==> src/rtl/id_pkg.sv <==
// Shared decode definitions for the ID stage: opcodes, instruction field positions,
// the ID/EX payload struct and the immediate-extension helper.
package id_pkg;

  localparam logic [5:0] OP_RTYPE = 6'h00;
  localparam logic [5:0] OP_LW    = 6'h23;
  localparam logic [5:0] OP_SW    = 6'h2B;
  localparam logic [5:0] OP_ANDI  = 6'h0C;
  localparam logic [5:0] OP_ORI   = 6'h0D;
  localparam logic [5:0] OP_XORI  = 6'h0E;
  localparam logic [5:0] OP_LUI   = 6'h0F;
  localparam logic [5:0] OP_ADDI  = 6'h08;

  localparam int OPC_LSB   = 26;
  localparam int RS_LSB    = 21;
  localparam int RT_LSB    = 16;
  localparam int RD_LSB    = 11;
  localparam int FUNCT_LSB = 0;
  localparam int IMM_LSB   = 0;
  localparam int OPC_W     = 6;
  localparam int FIELD_W   = 5;
  localparam int IMM_W     = 16;

  // Raw instruction fields; operand data lives beside it since its width is per-instance.
  typedef struct packed {
    logic [OPC_W-1:0]   opcode;
    logic [FIELD_W-1:0] rs;
    logic [FIELD_W-1:0] rt;
    logic [FIELD_W-1:0] rd;
    logic [IMM_W-1:0]   imm;
    logic [OPC_W-1:0]   funct;
    logic [31:0]        pc;
  } id_ex_t;

  // Produced at the widest legal datapath; callers truncate to DATA_W.
  function automatic logic [63:0] ext_imm(input logic [OPC_W-1:0] op, input logic [IMM_W-1:0] imm);
    case (op)
      OP_ANDI, OP_ORI, OP_XORI: ext_imm = {48'h0, imm};
      OP_LUI:                   ext_imm = {32'h0, imm, 16'h0};
      OP_RTYPE, OP_LW, OP_SW, OP_ADDI: ext_imm = {{48{imm[15]}}, imm};
      default:                  ext_imm = {{48{imm[15]}}, imm};
    endcase
  endfunction

endpackage

==> src/rtl/id_reg_file.sv <==
// Register file: two combinational read ports with write-through bypass, one write port, r0 hardwired to 0.
// Latency: reads 0 cycles, writes visible via bypass same cycle, in the array next cycle.
// Backpressure: none; writes are accepted every cycle.
module id_reg_file #(
  parameter int DATA_W    = 32,
  parameter int REG_COUNT = 32,
  localparam int ADDR_W   = $clog2(REG_COUNT)
) (
  input  logic              clk,
  input  logic              rst_n,
  input  logic              we,
  input  logic [ADDR_W-1:0] waddr,
  input  logic [DATA_W-1:0] wdata,
  input  logic [ADDR_W-1:0] raddr_a,
  output logic [DATA_W-1:0] rdata_a,
  input  logic [ADDR_W-1:0] raddr_b,
  output logic [DATA_W-1:0] rdata_b
);

  logic [DATA_W-1:0] regs [REG_COUNT];

  always_ff @(posedge clk or negedge rst_n) begin
    if (!rst_n) begin
      for (int i = 0; i < REG_COUNT; i++) regs[i] <= '0;
    end else if (we && waddr != '0) begin
      regs[waddr] <= wdata;
    end
  end

  always_comb begin
    rdata_a = '0;
    if (raddr_a != '0) rdata_a = (we && waddr == raddr_a) ? wdata : regs[raddr_a];
  end

  always_comb begin
    rdata_b = '0;
    if (raddr_b != '0) rdata_b = (we && waddr == raddr_b) ? wdata : regs[raddr_b];
  end

endmodule

==> src/rtl/id_stage_pipe.sv <==
// MIPS decode stage: register read, immediate extension, load-use detection, ID/EX register.
// Latency: one cycle instr to ID/EX outputs; a load-use pair costs one bubble.
// Backpressure: id_stall holds IF while EX is not ready or on load-use; flush overrides both.
module id_stage_pipe
  import id_pkg::*;
#(
  parameter int DATA_W    = 32,
  parameter int REG_COUNT = 32,
  localparam int ADDR_W   = $clog2(REG_COUNT)
) (
  input  logic              clk,
  input  logic              rst_n,
  input  logic              if_valid,
  input  logic [31:0]       instr,
  input  logic [31:0]       pc,
  input  logic              wb_we,
  input  logic [ADDR_W-1:0] wb_addr,
  input  logic [DATA_W-1:0] wb_data,
  input  logic              ex_ready,
  input  logic              flush,
  output logic              id_stall,
  output logic              id_valid,
  output logic [DATA_W-1:0] rs_data,
  output logic [DATA_W-1:0] rt_data,
  output logic [ADDR_W-1:0] rs_addr,
  output logic [ADDR_W-1:0] rt_addr,
  output logic [ADDR_W-1:0] rd_addr,
  output logic [DATA_W-1:0] imm_ext,
  output logic [5:0]        opcode,
  output logic [5:0]        funct,
  output logic [31:0]       pc_out
);

  logic [ADDR_W-1:0] rs_idx, rt_idx, lat_rt;
  logic [DATA_W-1:0] rs_rd, rt_rd;
  logic [DATA_W-1:0] rs_q, rt_q;
  logic              valid_q;
  logic              hazard;
  id_ex_t            ex_d, ex_q;

  assign rs_idx = ADDR_W'(instr[RS_LSB +: FIELD_W]);
  assign rt_idx = ADDR_W'(instr[RT_LSB +: FIELD_W]);

  id_reg_file #(
    .DATA_W    (DATA_W),
    .REG_COUNT (REG_COUNT)
  ) u_reg_file (
    .clk     (clk),
    .rst_n   (rst_n),
    .we      (wb_we),
    .waddr   (wb_addr),
    .wdata   (wb_data),
    .raddr_a (rs_idx),
    .rdata_a (rs_rd),
    .raddr_b (rt_idx),
    .rdata_b (rt_rd)
  );

  always_comb begin
    ex_d        = '0;
    ex_d.opcode = instr[OPC_LSB +: OPC_W];
    ex_d.rs     = instr[RS_LSB +: FIELD_W];
    ex_d.rt     = instr[RT_LSB +: FIELD_W];
    ex_d.rd     = instr[RD_LSB +: FIELD_W];
    ex_d.imm    = instr[IMM_LSB +: IMM_W];
    ex_d.funct  = instr[FUNCT_LSB +: OPC_W];
    ex_d.pc     = pc;
  end

  // Conservative: any rs/rt field match counts, whatever the consumer's format.
  assign lat_rt   = ADDR_W'(ex_q.rt);
  assign hazard   = if_valid & valid_q & (ex_q.opcode == OP_LW) & (lat_rt != '0) &
                    ((rs_idx == lat_rt) | (rt_idx == lat_rt));
  assign id_stall = ~flush & (~ex_ready | hazard);

  always_ff @(posedge clk or negedge rst_n) begin
    if (!rst_n) begin
      ex_q    <= '0;
      rs_q    <= '0;
      rt_q    <= '0;
      valid_q <= 1'b0;
    end else if (flush) begin
      valid_q <= 1'b0;
    end else if (!ex_ready) begin
      // Held operands track writeback so they are current when EX finally accepts.
      if (wb_we && wb_addr != '0) begin
        if (wb_addr == ADDR_W'(ex_q.rs)) rs_q <= wb_data;
        if (wb_addr == ADDR_W'(ex_q.rt)) rt_q <= wb_data;
      end
    end else if (hazard) begin
      valid_q <= 1'b0;
    end else begin
      ex_q    <= ex_d;
      rs_q    <= rs_rd;
      rt_q    <= rt_rd;
      valid_q <= if_valid;
    end
  end

  assign id_valid = valid_q;
  assign rs_data  = rs_q;
  assign rt_data  = rt_q;
  assign rs_addr  = ADDR_W'(ex_q.rs);
  assign rt_addr  = lat_rt;
  assign rd_addr  = ADDR_W'(ex_q.rd);
  assign imm_ext  = DATA_W'(ext_imm(ex_q.opcode, ex_q.imm));
  assign opcode   = ex_q.opcode;
  assign funct    = ex_q.funct;
  assign pc_out   = ex_q.pc;

endmodule

==> config.mk <==
export PLATFORM = sky130hd
export DESIGN_NAME = id_stage_pipe
export DESIGN_NICKNAME = d
export VERILOG_FILES = /design/src/rtl/id_pkg.sv /design/src/rtl/id_reg_file.sv /design/src/rtl/id_stage_pipe.sv
export SDC_FILE = /design/constraint.sdc
export NUM_CORES = 2
export LEC_CHECK = 0
export CORE_MARGIN = 1.5
export CORE_UTILIZATION = 40
export DETAILED_ROUTE_END_ITERATION = 6
export SETUP_SLACK_MARGIN = 0.4
export SLEW_MARGIN = 30
export SYNTH_ARGS = -nofsm -noshare
export SYNTH_HDL_FRONTEND = slang
export SYNTH_SLANG_ARGS = --single-unit
==> constraint.sdc <==
create_clock -name clk -period 4.3 [get_ports clk]
set_clock_uncertainty 0.2 [all_clocks]
set_input_delay 0.43 -clock clk [delete_from_list [all_inputs] [get_ports clk]]
set_output_delay 0.43 -clock clk [all_outputs]
set_load 0.02 [all_outputs]
==> Yosys cells after proc, flatten, opt, wreduce, memory -nomap -nowiden <==
Cells that the tools add are included.
Widths: inputs -> output; s select.
{ "op_classes": {"n_lt_le_gt_ge": 4, "n_eq_ne": 12, "n_mux": 25, "n_reduce_logical": 16, "n_bitwise": 13} }
{ "op_table": {"columns": ["operator", "n"], "rows": [
  ["$bwmux 1024", 1],
  ["$mux 32", 17],
  ["$bmux 32 s5", 2],
  ["$demux 32 s5", 1],
  ["$pmux 32 s2", 1],
  ["$eq 5x5->1", 6],
  ["$eq 6x4->1 const B", 4],
  ["$reduce_bool 5->1", 4],
  ["$ge 6x6->1 const B", 3],
  ["$not 5->6", 3],
  ["$reduce_and 4->1", 2],
  ["$reduce_bool 2->1", 4],
  ["$eq 6x6->1 const B", 1],
  ["$lt 6x1->1 const B", 1],
  ["$and 1x1->1", 5],
  ["$logic_and 1x1->1", 4],
  ["$mux 1", 3],
  ["$not 1->1", 3],
  ["$reduce_and 3->1", 1],
  ["$reduce_or 3->1", 1],
  ["$ne 2x2->1 const B", 1],
  ["$or 1x1->1", 2]
]} }
{ "totals": {"output_inout_bits": 157, "inputBits": 107, "reg_bits": 1164, "elab_cells": 112} }

==> Logic depth before layout (Yosys ltp) <==
{ "depth": {"word_depth": 8, "ltp_mapped": 10, "mapped_depth_nobuf": 6} }

==> Modules after synthesis <==
A second synthesis with hierarchy kept.
{ "unflattened": {"hier_cells": 4405, "area_unflattened_um2": 61774.2} }
{ "by_module_without_submodules": {"columns": ["module", "cells_each", "area_each_um2", "seq_area_each_um2", "n_inst"], "rows": [
  ["id_reg_file", 3792, 54832.6, 25624.6, 1],
  ["id_stage_pipe", 613, 6941.7, 3228.1, 1]
]} }

==> Worst setup path after synthesis <==
Ideal clock, no wire load.
{ "synth_timing": {"kind": "input port to flip-flop", "from": "input instr[22]", "to": "register rs_q[11] (netlist: rs_data[11])", "stages": 9, "setup_time_ns": 0.126, "setup_slack_ns": 1.780, "arrival_time_ns": 2.195, "required_time_ns": 3.974, "n_path_buf": 3, "cell_sequence": "buf_2 > buf_2 > buf_2 > mux4_2 > o22ai_1 > nor2_1 > nor2_1 > nor3_1 > a221o_1"} }
{ "synth_between": {"elab_chain_cells": 8, "word_cells_on_any_way": 16, "cone_classes": "3 x eq/ne; 7 x mux; 3 x bitwise; 3 x reduce/logical"} }
{ "synth_rtl": {"columns": ["item", "line_no", "rtl"], "rows": [
  ["start, declared", "id_stage_pipe.sv:14", "input logic [31:0] instr,"],
  ["$not 5->6 (not written as such)", "id_reg_file.sv:32", "if (raddr_a != '0) rdata_a = (we && waddr == raddr_a) ? wdata : regs[raddr_a];"],
  ["$bmux 32 s5", "id_reg_file.sv:32", null],
  ["$mux 32 (not written as such) (2 in series)", "id_reg_file.sv:32", null],
  ["$mux 32 (2 in series)", "id_reg_file.sv:32", null],
  ["$mux 32", "id_stage_pipe.sv:90", "end else if (hazard) begin"],
  ["$mux 32", "id_stage_pipe.sv:84", "end else if (!ex_ready) begin"],
  ["end signal, assigned", "id_stage_pipe.sv:87", "if (wb_addr == ADDR_W'(ex_q.rs)) rs_q <= wb_data;"],
  ["end signal, assigned", "id_stage_pipe.sv:94", "rs_q <= rs_rd;"],
  ["end, declared", "id_stage_pipe.sv:36", "logic [DATA_W-1:0] rs_q, rt_q;"]
]} }
Several ways; a longest one is shown, not always the timed one. The select of a mux whose other input is x is not followed.
A chain may end at the register's enable or synchronous reset.

==> Final worst setup path <==
{ "layout_timing": {"from": "register ex_q (netlist bit rt_addr[2])", "to": "output id_stall"} }
{ "layout_between": {"elab_chain_cells": 5, "word_cells_on_any_way": 8, "cone_classes": "2 x eq/ne; 5 x bitwise; 1 x reduce/logical"} }
{ "layout_rtl": {"columns": ["item", "line_no", "rtl"], "rows": [
  ["start, declared", "id_stage_pipe.sv:39", "id_ex_t ex_d, ex_q;"],
  ["start signal, assigned", "id_stage_pipe.sv:78", "ex_q <= '0;"],
  ["start signal, assigned", "id_stage_pipe.sv:93", "ex_q <= ex_d;"],
  ["$eq 5x5->1 / $reduce_bool 5->1 (equally long branches)", "id_stage_pipe.sv:73, id_stage_pipe.sv:72", null],
  ["$or 1x1->1 / $and 1x1->1 (equally long branches)", "id_stage_pipe.sv:73, id_stage_pipe.sv:72", null],
  ["$and 1x1->1 (*)", "id_stage_pipe.sv:72", "assign hazard = if_valid & valid_q & (ex_q.opcode == OP_LW) & (lat_rt != '0) &"],
  ["$or 1x1->1 (*)", "id_stage_pipe.sv:74", "assign id_stall = ~flush & (~ex_ready | hazard);"],
  ["$and 1x1->1 (*)", "id_stage_pipe.sv:74", null],
  ["end, declared", "id_stage_pipe.sv:21", "output logic id_stall,"]
]} }
Mark *: on every way between the ends. The rest lies on a longest branch, timed or not.

==> run summary <==
The filler cells instantiated in the layout total 12830. Across the whole layout, storage elements account for 28850 um2. The count of routing violations after the opening detailed-route iteration was 3341; the share of the core filled with cells in the final layout was 46.84%.

The clock reaches the later pin of the worst-skew pair after 0.78 ns. Synthesis produced 4034 cells. Overall power consumption after layout is estimated at 32570 uW. The relative slew slack was 27.07%; the static leakage was 0.02905 uW. In this run the core area contains 141 standard-cell rows. The post-route fraction of the period consumed by the critical path came out at 86.61%. In this run the count of I/O pins placed on the die edge is 264. Leaving out fill and tap cells, the most frequent cell in the layout is sky130_fd_sc_hd__dfrtp_1.

The clock tree buffer depth was 3; the count of flip-flops with a built-in enable after synthesis was 0. At the placement stage, the worst setup path has a slack of 0.5836 ns. The global-route wire length before repair was 287800 um.

For the area enclosed by the die boundary, the log shows 151400 um2. The H-tree was split into 4 levels. Dividing total power by cell area gives a power density of 470.3 nW/um2. The first detailed-routing pass ran for 5 iterations.

The final weighted congestion in routability-driven placement was 0.8526. The critical-path cell with the highest stage delay was sky130_fd_sc_hd__clkdlybuf4s50_1. Yosys attributes the largest share of cell area to sky130_fd_sc_hd__dfrtp_1 (48%), sky130_fd_sc_hd__mux4_2 (19%), sky130_fd_sc_hd__mux2_2 (19%). The peak fanout along the critical path is 6. The mapped netlist covers 59630 um2.

The transition time at the pin with the least slew margin was 1.094 ns. Sequential elements use 48.39% of the synthesized area. Traced cell by cell, the critical path runs through xor2_1, nor3_1, a22oi_2, nand2b_1, a21oi_1, clkdlybuf4s50_1. sky130_fd_sc_hd__dfrtp_1 takes more of the synthesized area than any other cell. The startpoint class of the critical path is a flop.

The initial antenna violation count was 8; the residual DRC count was 0. On the worst path, the slowest cell contributes a delay of 0.67 ns. The chip width was 389.1 um; the smallest hold slack was 0.05868 ns. Detailed placement finished with a half-perimeter wire length of 121600 um. The final critical-path required period is 3.724 ns, and the wire length reported by the detailed router is 197000 um.

The run finished with clean final reports. In the layout the commonest cells are sky130_fd_sc_hd__dfrtp_1 (1153), sky130_fd_sc_hd__mux2_2 (985), sky130_fd_sc_hd__mux4_2 (513). The number of nets in the layout was 4235. The via count of the first global-routing pass is 40100, and the aggregate negative setup slack is 0 ns.

The run gives 4141 as the net count after synthesis. A synthesized cell averages 14.78 um2. The worst-case IR drop observed on VDD is 0.2611 mV. Element type at the critical path end: an output pin. The top cell type by area accounts for 48.39% of the synthesized area. The floorplan step set the die height to 389.1 um. Startpoint-to-endpoint class of the critical path: flop to output pin. Setup repair after global routing left no endpoint under its margin. Of the cells placed in the final design, the portion with a size suffix greater than 1 is 47.63%.

The share of flip-flops with an asynchronous set or reset was 100.0%; the count of clock tree sinks was 1153. The final setup slack of the worst path is 0.5757 ns, and the number of resized instances in the post-cts repair step is 0. The number of slew-limit violations in the final report was 0; the post-detailed-route via-to-cell ratio was 6.328. The register bit count reported by yosys works out to 1153. Overall overflow remaining after global route: 0. TritonCTS built the clock tree.

STA puts the critical path data arrival time at 3.09 ns. The tools report the worst endpoint required time as 3.67 ns. The area added between synthesis and finish came out at 16.14%. The detail route stage leaves a number of antenna-violating nets equal to 0.

Dividing the detail-routed wire length by the instance count gives 31.97 um. The multi-input combinational cells in the finished layout cover a total of 28700 um2. The run gives 111 as the largest net degree at the start of global routing. The placeable core region was 147800 um2. The logs give 40.33% for the effective utilization at floorplan and 26.06% for the total routing usage reported by global routing.

The hold violation total from the final report was 0; the number of warnings reported in the yosys synthesis log was 0. For the number of CTS-inserted buffers, the log shows 131. The main flop type after synthesis is sky130_fd_sc_hd__dfrtp_1.

For this run, the top clock speed supported by timing is 0.2685 GHz. The count of buffers from port buffering came out at 263. The routed layout has 38980 vias.

The tools report the clock tree root driver cell as sky130_fd_sc_hd__clkbuf_16. The setup-violating endpoint count in the final report is 0. The min-delay analysis places its worst path in the category input pin to flop. The max capacitance violation total is 0, and the number of distinct library cells after synthesis is 47.

The register clock-pin slew on the reported worst setup and hold paths was 0.06 ns.
[power by group]
| part | total, uW | leakage (uW) | internal, uW | switching, uW |
|---|---|---|---|---|
| clock network | 11300 | 0.00214 | 6650 | 4690 |
| registers | 14500 | 0.0147 | 12900 | 1570 |
| logic | 6770 | 0.0122 | 4020 | 2750 |
[metrics by stage]
stage	instance area [um2]	std cells
3_5_place_dp	64860	5918
5_1_grt	69250	6158
2_1_floorplan	59630	4034
4_1_cts	69250	6156
6_report	69250	6160
3_3_place_gp	64830	5916
[worst paths after layout]
path | startpoint | to | slack [ns] | depth (start not counted)
min in group asynchronous | rst_n | pc_out[27]$_DFFE_PN0P_ | 0.11 | 2
worst max-delay path | rt_addr[2]$_DFFE_PN0P_ | id_stall | 0.58 | 6
worst min register to register | u_reg_file.regs[996]$_DFFE_PN0P_ | u_reg_file.regs[996]$_DFFE_PN0P_ | 0.20 | 0
worst max register to register | rt_addr[2]$_DFFE_PN0P_ | pc_out[31]$_DFFE_PN0P_ | 1.39 | 7
max in group asynchronous | rst_n | u_reg_file.regs[615]$_DFFE_PN0P_ | 2.61 | 4
worst min-delay path | instr[5] | ex_q[43]$_DFFE_PN0P_ | 0.06 | 2
[what timing repair did]
action                    4_1_cts  5_1_grt
hold buffers                    7        0
hold endpoints to repair       88        0
setup buffers                   0        0
[area by class of cell]
class | count | area share [%]
flip-flops and latches | 1153 | 41.66
repair buffers | 474 | 7.119
clock buffers | 196 | 5.641
diodes | 4 | 0.01445
clock inverters | 35 | 0.5944
inverters | 7 | 0.03794
well taps | 1930 | 3.487
multi-input cells | 2361 | 41.44
[cell usage after synthesis, drive strengths merged (30+ instances only)]
cell,count
dfrtp,1153
mux2,1057
mux4,513
buf,266
clkbuf,247
o22ai,217
nor2,109
o21ai,99
a22oi,98
nor3,44
a221o,31
a31o,31
nand2,30
[per-layer routing]
metal  GRT usage, %  wire length, um  up-vias
li1               -                -    15760
met1          34.91            80760    21110
met2          41.00            92790     1681
met3          5.279            14270      428
met4          11.74             9103        4
met5              0               26        -
[registers in the layout (all words and copies together), names as in the netlist]
| name | cells |
|---|---|
| id_valid | 1 |
| rt_data | 32 |
| u_reg_file.regs | 1024 |
| rt_addr | 5 |
| rd_addr | 5 |
| pc_out | 32 |
| opcode | 6 |
| ex_q | 11 |
| rs_addr | 5 |
| rs_data | 32 |
[cells by family after synthesis]
logic type	synth area share (%)
xor gates and xnor gates	0.4406
buffers and inverters	4.039
DFF	48.39
and+or+nand+nor	1.977
AOI/OAI and AO/OA	5.785
muxes	39.37
[critical path: cells and delay by family, from the launching register on]
kind	cells	cell delay, ns
compound gates	2	0.32
xor+xnor	1	0.20
buf+inv	1	0.67
flops	1	0.51
simple gates	2	0.61
Note: power is estimated with default switching activity, not from simulation.
